===== config.mk =====
export PLATFORM = sky130hd
export DESIGN_NAME = rtc_read_sequencer_flat
export DESIGN_NICKNAME = d
export VERILOG_FILES = /design/src/rtl/rtc_read_sequencer_pkg.sv /design/src/rtl/rtc_read_sequencer_if.sv /design/src/rtl/rtc_read_sequencer_shadow_bank.sv /design/src/rtl/rtc_read_sequencer.sv /design/src/flat_wrapper.sv
export SDC_FILE = /design/constraint.sdc
export NUM_CORES = 1
export LEC_CHECK = 0
export ABC_AREA = 0
export CAP_MARGIN = 40
export CORE_MARGIN = 2
export CORE_UTILIZATION = 29
export DETAILED_ROUTE_END_ITERATION = 6
export DONT_BUFFER_PORTS = 1
export GPL_ROUTABILITY_DRIVEN = 0
export PLACE_DENSITY = 0.41
export SLEW_MARGIN = 20
export SYNTH_ARGS = -nofsm -noshare
export SYNTH_HDL_FRONTEND = slang
export SYNTH_SLANG_ARGS = --single-unit
export TNS_END_PERCENT = 50

===== constraint.sdc =====
create_clock -name clk -period 5.2 [get_ports clk]
set_input_delay 1.56 -clock clk [delete_from_list [all_inputs] [get_ports clk]]
set_output_delay 1.56 -clock clk [all_outputs]
set_load 0.005 [all_outputs]

===== src/rtl/rtc_read_sequencer_pkg.sv =====
// Shared constants, state encoding and field helpers for the RTC read sequencer.
// The 0x2x/0x4x address map is common to the RTC write sequencer.
package rtc_read_sequencer_pkg;

    localparam int unsigned DATA_W     = 8;
    localparam int unsigned IDX_W      = 3;
    localparam int unsigned NUM_FIELDS = 6;

    localparam logic [DATA_W-1:0] CMD_TRANSFER  = 8'hF0;

    localparam logic [DATA_W-1:0] CLK_ADDR_SEG  = 8'h21;
    localparam logic [DATA_W-1:0] CLK_ADDR_MIN  = 8'h22;
    localparam logic [DATA_W-1:0] CLK_ADDR_HORA = 8'h23;
    localparam logic [DATA_W-1:0] CLK_ADDR_DIA  = 8'h24;
    localparam logic [DATA_W-1:0] CLK_ADDR_MES  = 8'h25;
    localparam logic [DATA_W-1:0] CLK_ADDR_ANO  = 8'h26;

    localparam logic [DATA_W-1:0] TMR_ADDR_SEG  = 8'h41;
    localparam logic [DATA_W-1:0] TMR_ADDR_MIN  = 8'h42;
    localparam logic [DATA_W-1:0] TMR_ADDR_HORA = 8'h43;

    typedef enum logic [3:0] {
        IDLE, CMD, R_SEG, R_MIN, R_HORA, R_DIA, R_MES, R_ANO, COMMIT
    } state_t;

    typedef struct packed {
        logic [DATA_W-1:0] seg;
        logic [DATA_W-1:0] min;
        logic [DATA_W-1:0] hora;
        logic [DATA_W-1:0] dia;
        logic [DATA_W-1:0] mes;
        logic [DATA_W-1:0] ano;
    } rtc_time_t;

    function automatic logic is_read_state(input state_t s);
        return (s == R_SEG) || (s == R_MIN) || (s == R_HORA) ||
               (s == R_DIA) || (s == R_MES) || (s == R_ANO);
    endfunction

    function automatic logic [IDX_W-1:0] field_idx(input state_t s);
        case (s)
            R_MIN:   return IDX_W'(1);
            R_HORA:  return IDX_W'(2);
            R_DIA:   return IDX_W'(3);
            R_MES:   return IDX_W'(4);
            R_ANO:   return IDX_W'(5);
            default: return IDX_W'(0);
        endcase
    endfunction

    // Clock set lives at 0x2x, timer set at 0x4x; the timer has no date bytes.
    function automatic logic [DATA_W-1:0] field_addr(input state_t s, input logic clk_set);
        case (s)
            R_SEG:   return clk_set ? CLK_ADDR_SEG  : TMR_ADDR_SEG;
            R_MIN:   return clk_set ? CLK_ADDR_MIN  : TMR_ADDR_MIN;
            R_HORA:  return clk_set ? CLK_ADDR_HORA : TMR_ADDR_HORA;
            R_DIA:   return CLK_ADDR_DIA;
            R_MES:   return CLK_ADDR_MES;
            R_ANO:   return CLK_ADDR_ANO;
            default: return '0;
        endcase
    endfunction

    function automatic state_t next_read(input state_t s, input logic clk_set);
        case (s)
            R_SEG:   return R_MIN;
            R_MIN:   return R_HORA;
            R_HORA:  return clk_set ? R_DIA : COMMIT;
            R_DIA:   return R_MES;
            R_MES:   return R_ANO;
            R_ANO:   return COMMIT;
            default: return IDLE;
        endcase
    endfunction

endpackage


===== src/rtl/rtc_read_sequencer_if.sv =====
// Bus-timing handshake between the read sequencer (master) and the AD bus timing generator (slave).
interface rtc_read_sequencer_if;
    import rtc_read_sequencer_pkg::*;

    logic              dir;
    logic              dat;
    logic              dat_lat;
    logic              cambio_estado;
    logic [DATA_W-1:0] dato_in;
    logic [DATA_W-1:0] dato_dire;
    logic              e_lect;
    logic              rd_wr;

    modport master (
        input  dir, dat, dat_lat, cambio_estado, dato_in,
        output dato_dire, e_lect, rd_wr
    );

    modport slave (
        output dir, dat, dat_lat, cambio_estado, dato_in,
        input  dato_dire, e_lect, rd_wr
    );
endinterface


===== src/rtl/rtc_read_sequencer_shadow_bank.sv =====
// Six shadow bytes filled one at a time, copied to the committed registers in a single cycle.
module rtc_shadow_bank
    import rtc_read_sequencer_pkg::*;
(
    input  logic              clk,
    input  logic              reset,
    input  logic              wr_en,
    input  logic [IDX_W-1:0]  wr_idx,
    input  logic [DATA_W-1:0] wr_data,
    input  logic              commit,
    input  logic              commit_date,
    output rtc_time_t         committed
);

    logic [DATA_W-1:0] shadow_q [NUM_FIELDS];

    always_ff @(posedge clk or posedge reset) begin
        if (reset) begin
            for (int unsigned i = 0; i < NUM_FIELDS; i++) begin
                shadow_q[i] <= '0;
            end
        end else if (wr_en && (wr_idx < IDX_W'(NUM_FIELDS))) begin
            shadow_q[wr_idx] <= wr_data;
        end
    end

    // Date bytes are only refreshed by clock-set reads; timer reads leave them untouched.
    always_ff @(posedge clk or posedge reset) begin
        if (reset) begin
            committed <= '0;
        end else if (commit) begin
            committed.seg  <= shadow_q[0];
            committed.min  <= shadow_q[1];
            committed.hora <= shadow_q[2];
            if (commit_date) begin
                committed.dia <= shadow_q[3];
                committed.mes <= shadow_q[4];
                committed.ano <= shadow_q[5];
            end
        end
    end

endmodule


===== src/rtl/rtc_read_sequencer.sv =====
// RTC read sequencer: transfer command, then byte-per-cycle readback of the clock or timer set.
module rtc_read_sequencer
    import rtc_read_sequencer_pkg::*;
(
    input  logic               clk,
    input  logic               reset,
    input  logic               lectura,
    input  logic               en_clk,
    rtc_read_sequencer_if.master bus,
    output logic [DATA_W-1:0]  seg,
    output logic [DATA_W-1:0]  min,
    output logic [DATA_W-1:0]  hora,
    output logic [DATA_W-1:0]  dia,
    output logic [DATA_W-1:0]  mes,
    output logic [DATA_W-1:0]  ano,
    output logic               term_lect,
    output logic               lect_err
);

    state_t            state_q, state_d;
    logic [DATA_W-1:0] dato_dire_q, dato_dire_d;
    logic              e_lect_q, e_lect_d;
    logic              rd_wr_q, rd_wr_d;
    logic              term_lect_q, term_lect_d;
    logic              lect_err_q, lect_err_d;
    logic              captured_q, captured_d;
    logic              mode_q, mode_d;
    logic              wr_en;
    logic              commit;
    rtc_time_t         committed;

    always_ff @(posedge clk or posedge reset) begin
        if (reset) begin
            state_q     <= IDLE;
            dato_dire_q <= '0;
            e_lect_q    <= 1'b0;
            rd_wr_q     <= 1'b0;
            term_lect_q <= 1'b0;
            lect_err_q  <= 1'b0;
            captured_q  <= 1'b0;
            mode_q      <= 1'b0;
        end else begin
            state_q     <= state_d;
            dato_dire_q <= dato_dire_d;
            e_lect_q    <= e_lect_d;
            rd_wr_q     <= rd_wr_d;
            term_lect_q <= term_lect_d;
            lect_err_q  <= lect_err_d;
            captured_q  <= captured_d;
            mode_q      <= mode_d;
        end
    end

    // Strobe priority inside a bus cycle: dir, then dat_lat, then cambio_estado.
    always_comb begin
        state_d     = state_q;
        dato_dire_d = dato_dire_q;
        e_lect_d    = e_lect_q;
        term_lect_d = 1'b0;
        lect_err_d  = lect_err_q;
        captured_d  = captured_q;
        mode_d      = mode_q;
        wr_en       = 1'b0;
        commit      = 1'b0;

        case (state_q)
            IDLE: begin
                if (lectura) begin
                    mode_d     = en_clk;
                    lect_err_d = 1'b0;
                    captured_d = 1'b0;
                    e_lect_d   = 1'b1;
                    state_d    = CMD;
                end
            end
            CMD: begin
                e_lect_d = 1'b1;
                if (bus.dir) begin
                    dato_dire_d = CMD_TRANSFER;
                end else begin
                    if (bus.dat) begin
                        dato_dire_d = '0;
                    end
                    if (bus.cambio_estado) begin
                        e_lect_d = 1'b0;
                        state_d  = R_SEG;
                    end
                end
            end
            R_SEG, R_MIN, R_HORA, R_DIA, R_MES, R_ANO: begin
                e_lect_d = 1'b1;
                if (bus.dir) begin
                    dato_dire_d = field_addr(state_q, mode_q);
                end else begin
                    if (bus.dat_lat) begin
                        wr_en      = 1'b1;
                        captured_d = 1'b1;
                    end
                    // A same-cycle dat_lat still counts as a capture for this byte.
                    if (bus.cambio_estado) begin
                        e_lect_d   = 1'b0;
                        captured_d = 1'b0;
                        if (!(captured_q || bus.dat_lat)) begin
                            lect_err_d = 1'b1;
                        end
                        state_d = next_read(state_q, mode_q);
                    end
                end
            end
            COMMIT: begin
                commit      = 1'b1;
                term_lect_d = 1'b1;
                e_lect_d    = 1'b0;
                state_d     = IDLE;
            end
            default: begin
                state_d = IDLE;
            end
        endcase

        rd_wr_d = is_read_state(state_d);
    end

    rtc_shadow_bank u_shadow_bank (
        .clk         (clk),
        .reset       (reset),
        .wr_en       (wr_en),
        .wr_idx      (field_idx(state_q)),
        .wr_data     (bus.dato_in),
        .commit      (commit),
        .commit_date (mode_q),
        .committed   (committed)
    );

    assign bus.dato_dire = dato_dire_q;
    assign bus.e_lect    = e_lect_q;
    assign bus.rd_wr     = rd_wr_q;
    assign term_lect     = term_lect_q;
    assign lect_err      = lect_err_q;
    assign seg           = committed.seg;
    assign min           = committed.min;
    assign hora          = committed.hora;
    assign dia           = committed.dia;
    assign mes           = committed.mes;
    assign ano           = committed.ano;

endmodule


===== src/flat_wrapper.sv =====
// flat-port wrapper written by rule: the top's interface ports become plain ports
module rtc_read_sequencer_flat import rtc_read_sequencer_pkg::*;
  (clk, reset, lectura, en_clk, seg, min, hora, dia, mes, ano, term_lect, lect_err, bus_dir, bus_dat, bus_dat_lat, bus_cambio_estado, bus_dato_in, bus_dato_dire, bus_e_lect, bus_rd_wr);
  rtc_read_sequencer_if bus_i ();
  input  logic clk;
  input  logic reset;
  input  logic lectura;
  input  logic en_clk;
  output logic [DATA_W-1:0] seg;
  output logic [DATA_W-1:0] min;
  output logic [DATA_W-1:0] hora;
  output logic [DATA_W-1:0] dia;
  output logic [DATA_W-1:0] mes;
  output logic [DATA_W-1:0] ano;
  output logic term_lect;
  output logic lect_err;
  input wire logic [$bits(bus_i.dir)-1:0] bus_dir;
  input wire logic [$bits(bus_i.dat)-1:0] bus_dat;
  input wire logic [$bits(bus_i.dat_lat)-1:0] bus_dat_lat;
  input wire logic [$bits(bus_i.cambio_estado)-1:0] bus_cambio_estado;
  input wire logic [$bits(bus_i.dato_in)-1:0] bus_dato_in;
  output wire logic [$bits(bus_i.dato_dire)-1:0] bus_dato_dire;
  output wire logic [$bits(bus_i.e_lect)-1:0] bus_e_lect;
  output wire logic [$bits(bus_i.rd_wr)-1:0] bus_rd_wr;
  assign bus_i.dir = bus_dir;
  assign bus_i.dat = bus_dat;
  assign bus_i.dat_lat = bus_dat_lat;
  assign bus_i.cambio_estado = bus_cambio_estado;
  assign bus_i.dato_in = bus_dato_in;
  assign bus_dato_dire = bus_i.dato_dire;
  assign bus_e_lect = bus_i.e_lect;
  assign bus_rd_wr = bus_i.rd_wr;
  rtc_read_sequencer u_core (.clk(clk), .reset(reset), .lectura(lectura), .en_clk(en_clk), .bus(bus_i), .seg(seg), .min(min), .hora(hora), .dia(dia), .mes(mes), .ano(ano), .term_lect(term_lect), .lect_err(lect_err));
endmodule

==> metrics <==
status=complete, no violations; row cnt=45; gr busiest metal=met2; post-synthesis register bit count=112; PortBufs=0; Crit path largest cell delay=0.53 ns; Hold Path Stages=1; Post-Syn Instances=293; top cell type's share of synthesized area=0.623; Nets=310; Die H=129 um; Fill cells=1504; Layout Skew=0.00653 ns; Starting Density=0.296; pwr dens=549 nW/um^2; critical path arrival=2.70 ns; overall routing resource usage=0.128; Peak VDD IR=0.194 mV; HP Start=u_core.u_shadow_bank.shadow_q[47]$_DFFE_PP0P_; Post-synth EDFFs=0; drt pass-1 iters=4; Min-Delay Path Class=flip-flop to flip-flop; worst flop-to-flop path startpoint=u_core.state_q[2]$_DFF_PP0_; CTS Buffer Depth=2; reg2reg setup slack=3.11 ns; ANT nets after route=0; worst skew pair latency=0.36 ns; LEAKAGE=2.30 nW; CP Cell Sequence=nand2b_2, nor4_4, mux2_2; startpoint types=input pin; setup TNS=0 ns; pin count of the biggest net entering global routing=44; Setup Crit Path Kind=input pin to flip-flop; Worst R2R Path Depth=4; core area=15200 um^2; WP data required=5.45 ns; worst hold margin=0.505 ns; final setup violation count=0; first-pass GRT wire length=15600 um; Max-Slew Margin vs Limit=0.519; Cell variety after synth=41; Num Clock Sinks=112; leading area contributor after synthesis=dfrtp_1; ys async rst share=1.00; RR Endpoint=u_core.u_shadow_bank.committed[9]$_DFFE_PP0P_; met3 usage=0.0416; Post-CTS Hold Fix Bufs=0; Root Buffer=clkbuf_16; top cells by area, synth=dfrtp_1 (62%), mux2_2 (25%), nor3_4 (1.1%); P&R area growth vs syn=11.6%; Fmax=408 MHz; CTS tree=done; post-DP HPWL=6540 um; Worst Tran Pin Value=0.722 ns; final hold violations=0; CP Capture Type=flip-flop; RSZ-0062 raised after global routing=no; CP Max Fanout=10; 1st-iter DRT viols=113; die extent in x=129 um; GR Util met2=0.208; Tcrit/Tclk final=0.472; PostCTS Resize Cnt=0; # diodes=0; cell area after synthesis=4500 um^2; post-route core utilization=0.330; grt total ovfl=0; Setup Fix Bufs, Post-CTS=0; via count=2352; die footprint=16500 um^2; clk slew on worst S/H paths=0.07 ns; total clock buffers created by CTS=9; Synth warnings=0; antenna violations before repair=0; # IOs=76; vias in the first global route=2578; fin. max-slew vios=0; GR Util met1=0.154; via/cell ratio=4.83; Crit-path slowest cell=nor4_4; # DRC=0; Avg Cell Area, Syn=15.4 um^2; Hold Path End=u_core.u_shadow_bank.shadow_q[47]$_DFFE_PP0P_; post-synthesis sequential area ratio=0.623; max cap viols=0; Final min period=2.45 ns; most used flip-flop cell after synthesis=dfrtp_1; ratio of cells with drive above 1 in the final layout=0.438; H-tree Lvls=3; Synth Net Count=309; final wirelength=9700 um; wire per inst=19.9 um
synthesized netlist by cell type (2+ instances only):
| cell type | number |
|---|---|
| inv_1 | 4 |
| nor2b_1 | 3 |
| nand2_1 | 3 |
| a211oi_1 | 3 |
| a31oi_1 | 3 |
| and3_1 | 2 |
| mux2_2 | 99 |
| dfrtp_1 | 112 |
| nor2_1 | 8 |
| nand2b_1 | 2 |
| or3_1 | 2 |
| buf_4 | 4 |
| buf_2 | 5 |
| a21oi_1 | 7 |
| nand3b_1 | 2 |
| buf_6 | 3 |
| nand3_1 | 2 |
| nor3_1 | 3 |
| and4bb_2 | 2 |
| nor3_4 | 3 |
logic make-up (layout without fill, tap and decap cells):
| kind of cell | after synthesis | in the layout | share of synthesized area |
|---|---|---|---|
| flip-flops | 112 | 112 | 0.623 |
| multiplexers | 100 | 100 | 0.250 |
| AND/OR/NAND/NOR | 41 | 41 | 0.0662 |
| AO/OA/AOI/OAI | 20 | 20 | 0.0325 |
| buffers and inverters | 18 | 24 | 0.0250 |
| other | 1 | 1 | 0.000834 |
| XOR/XNOR | 1 | 1 | 0.00195 |
critical path, delay by kind of cell:
kind	cells	cell delay, ns
mux	1	0.40
simple gates	2	0.74
layout by cell type (no fill, tap or decap), types with 7 or more instances in the layout:
| cell | synthesis | layout |
|---|---|---|
| clkbuf_16 | 0 | 9 |
| nor2_1 | 8 | 8 |
| mux2_2 | 99 | 99 |
| a21oi_1 | 7 | 7 |
| dfrtp_1 | 112 | 112 |
how the worst max path moves through the flow:
stage,depth (start not counted),to,start
after detailed placement,3,u_core.u_shadow_bank.shadow_q[33]$_DFFE_PP0P_,bus_dir
final,3,u_core.u_shadow_bank.shadow_q[36]$_DFFE_PP0P_,bus_dir
after floorplan,1,u_core.bus.dato_dire[0]$_DFFE_PP0P_,reset
after global placement,3,u_core.u_shadow_bank.shadow_q[38]$_DFFE_PP0P_,bus_dir
after CTS,3,u_core.u_shadow_bank.shadow_q[36]$_DFFE_PP0P_,bus_dir
after global routing,3,u_core.u_shadow_bank.shadow_q[33]$_DFFE_PP0P_,bus_dir
stage by stage:
| step | cell area [um^2] | worst slack (ns) | power, mW | std cells |
|---|---|---|---|---|
| 2_1_floorplan | 4500 | 0.681 | 1.86 | 293 |
| 3_3_place_gp | 4660 | 2.37 | 1.98 | 470 |
| 3_5_place_dp | 4680 | 2.35 | 2.01 | 471 |
| 4_1_cts | 5020 | 2.74 | 2.80 | 487 |
| 5_1_grt | 5020 | 2.64 | 2.94 | 487 |
| 6_report | 5020 | 2.75 | 2.75 | 487 |
area by class of cell:
| type | instances | area (um^2) | area share |
|---|---|---|---|
| clock buffers | 11 | 253 | 0.0504 |
| clock inverters | 5 | 85.1 | 0.0170 |
| inverters | 4 | 17.5 | 0.00349 |
| multi-input cells | 163 | 1580 | 0.315 |
| flip-flops and latches | 112 | 2800 | 0.558 |
| well taps | 188 | 235 | 0.0469 |
| repair buffers | 4 | 42.5 | 0.00848 |
metal layers:
layer | up-vias | wire length, um
li1 | 1045 | -
met1 | 1241 | 4120
met2 | 54 | 4730
met3 | 12 | 634
met4 | 0 | 216
met5 | - | 0
report_power, final:
part           internal, mW  switching, mW
clock network         0.452          0.328
registers              1.19          0.262
logic                 0.320          0.202
registers in the layout, indices dropped and copies added, names as in the netlist, 4 cells and up:
register and flops:
u_core.bus.dato_dire 6, u_core.state_q 4, u_core.u_shadow_bank.committed 48, u_core.u_shadow_bank.shadow_q 48
Note: power is estimated with default switching activity, not from simulation.
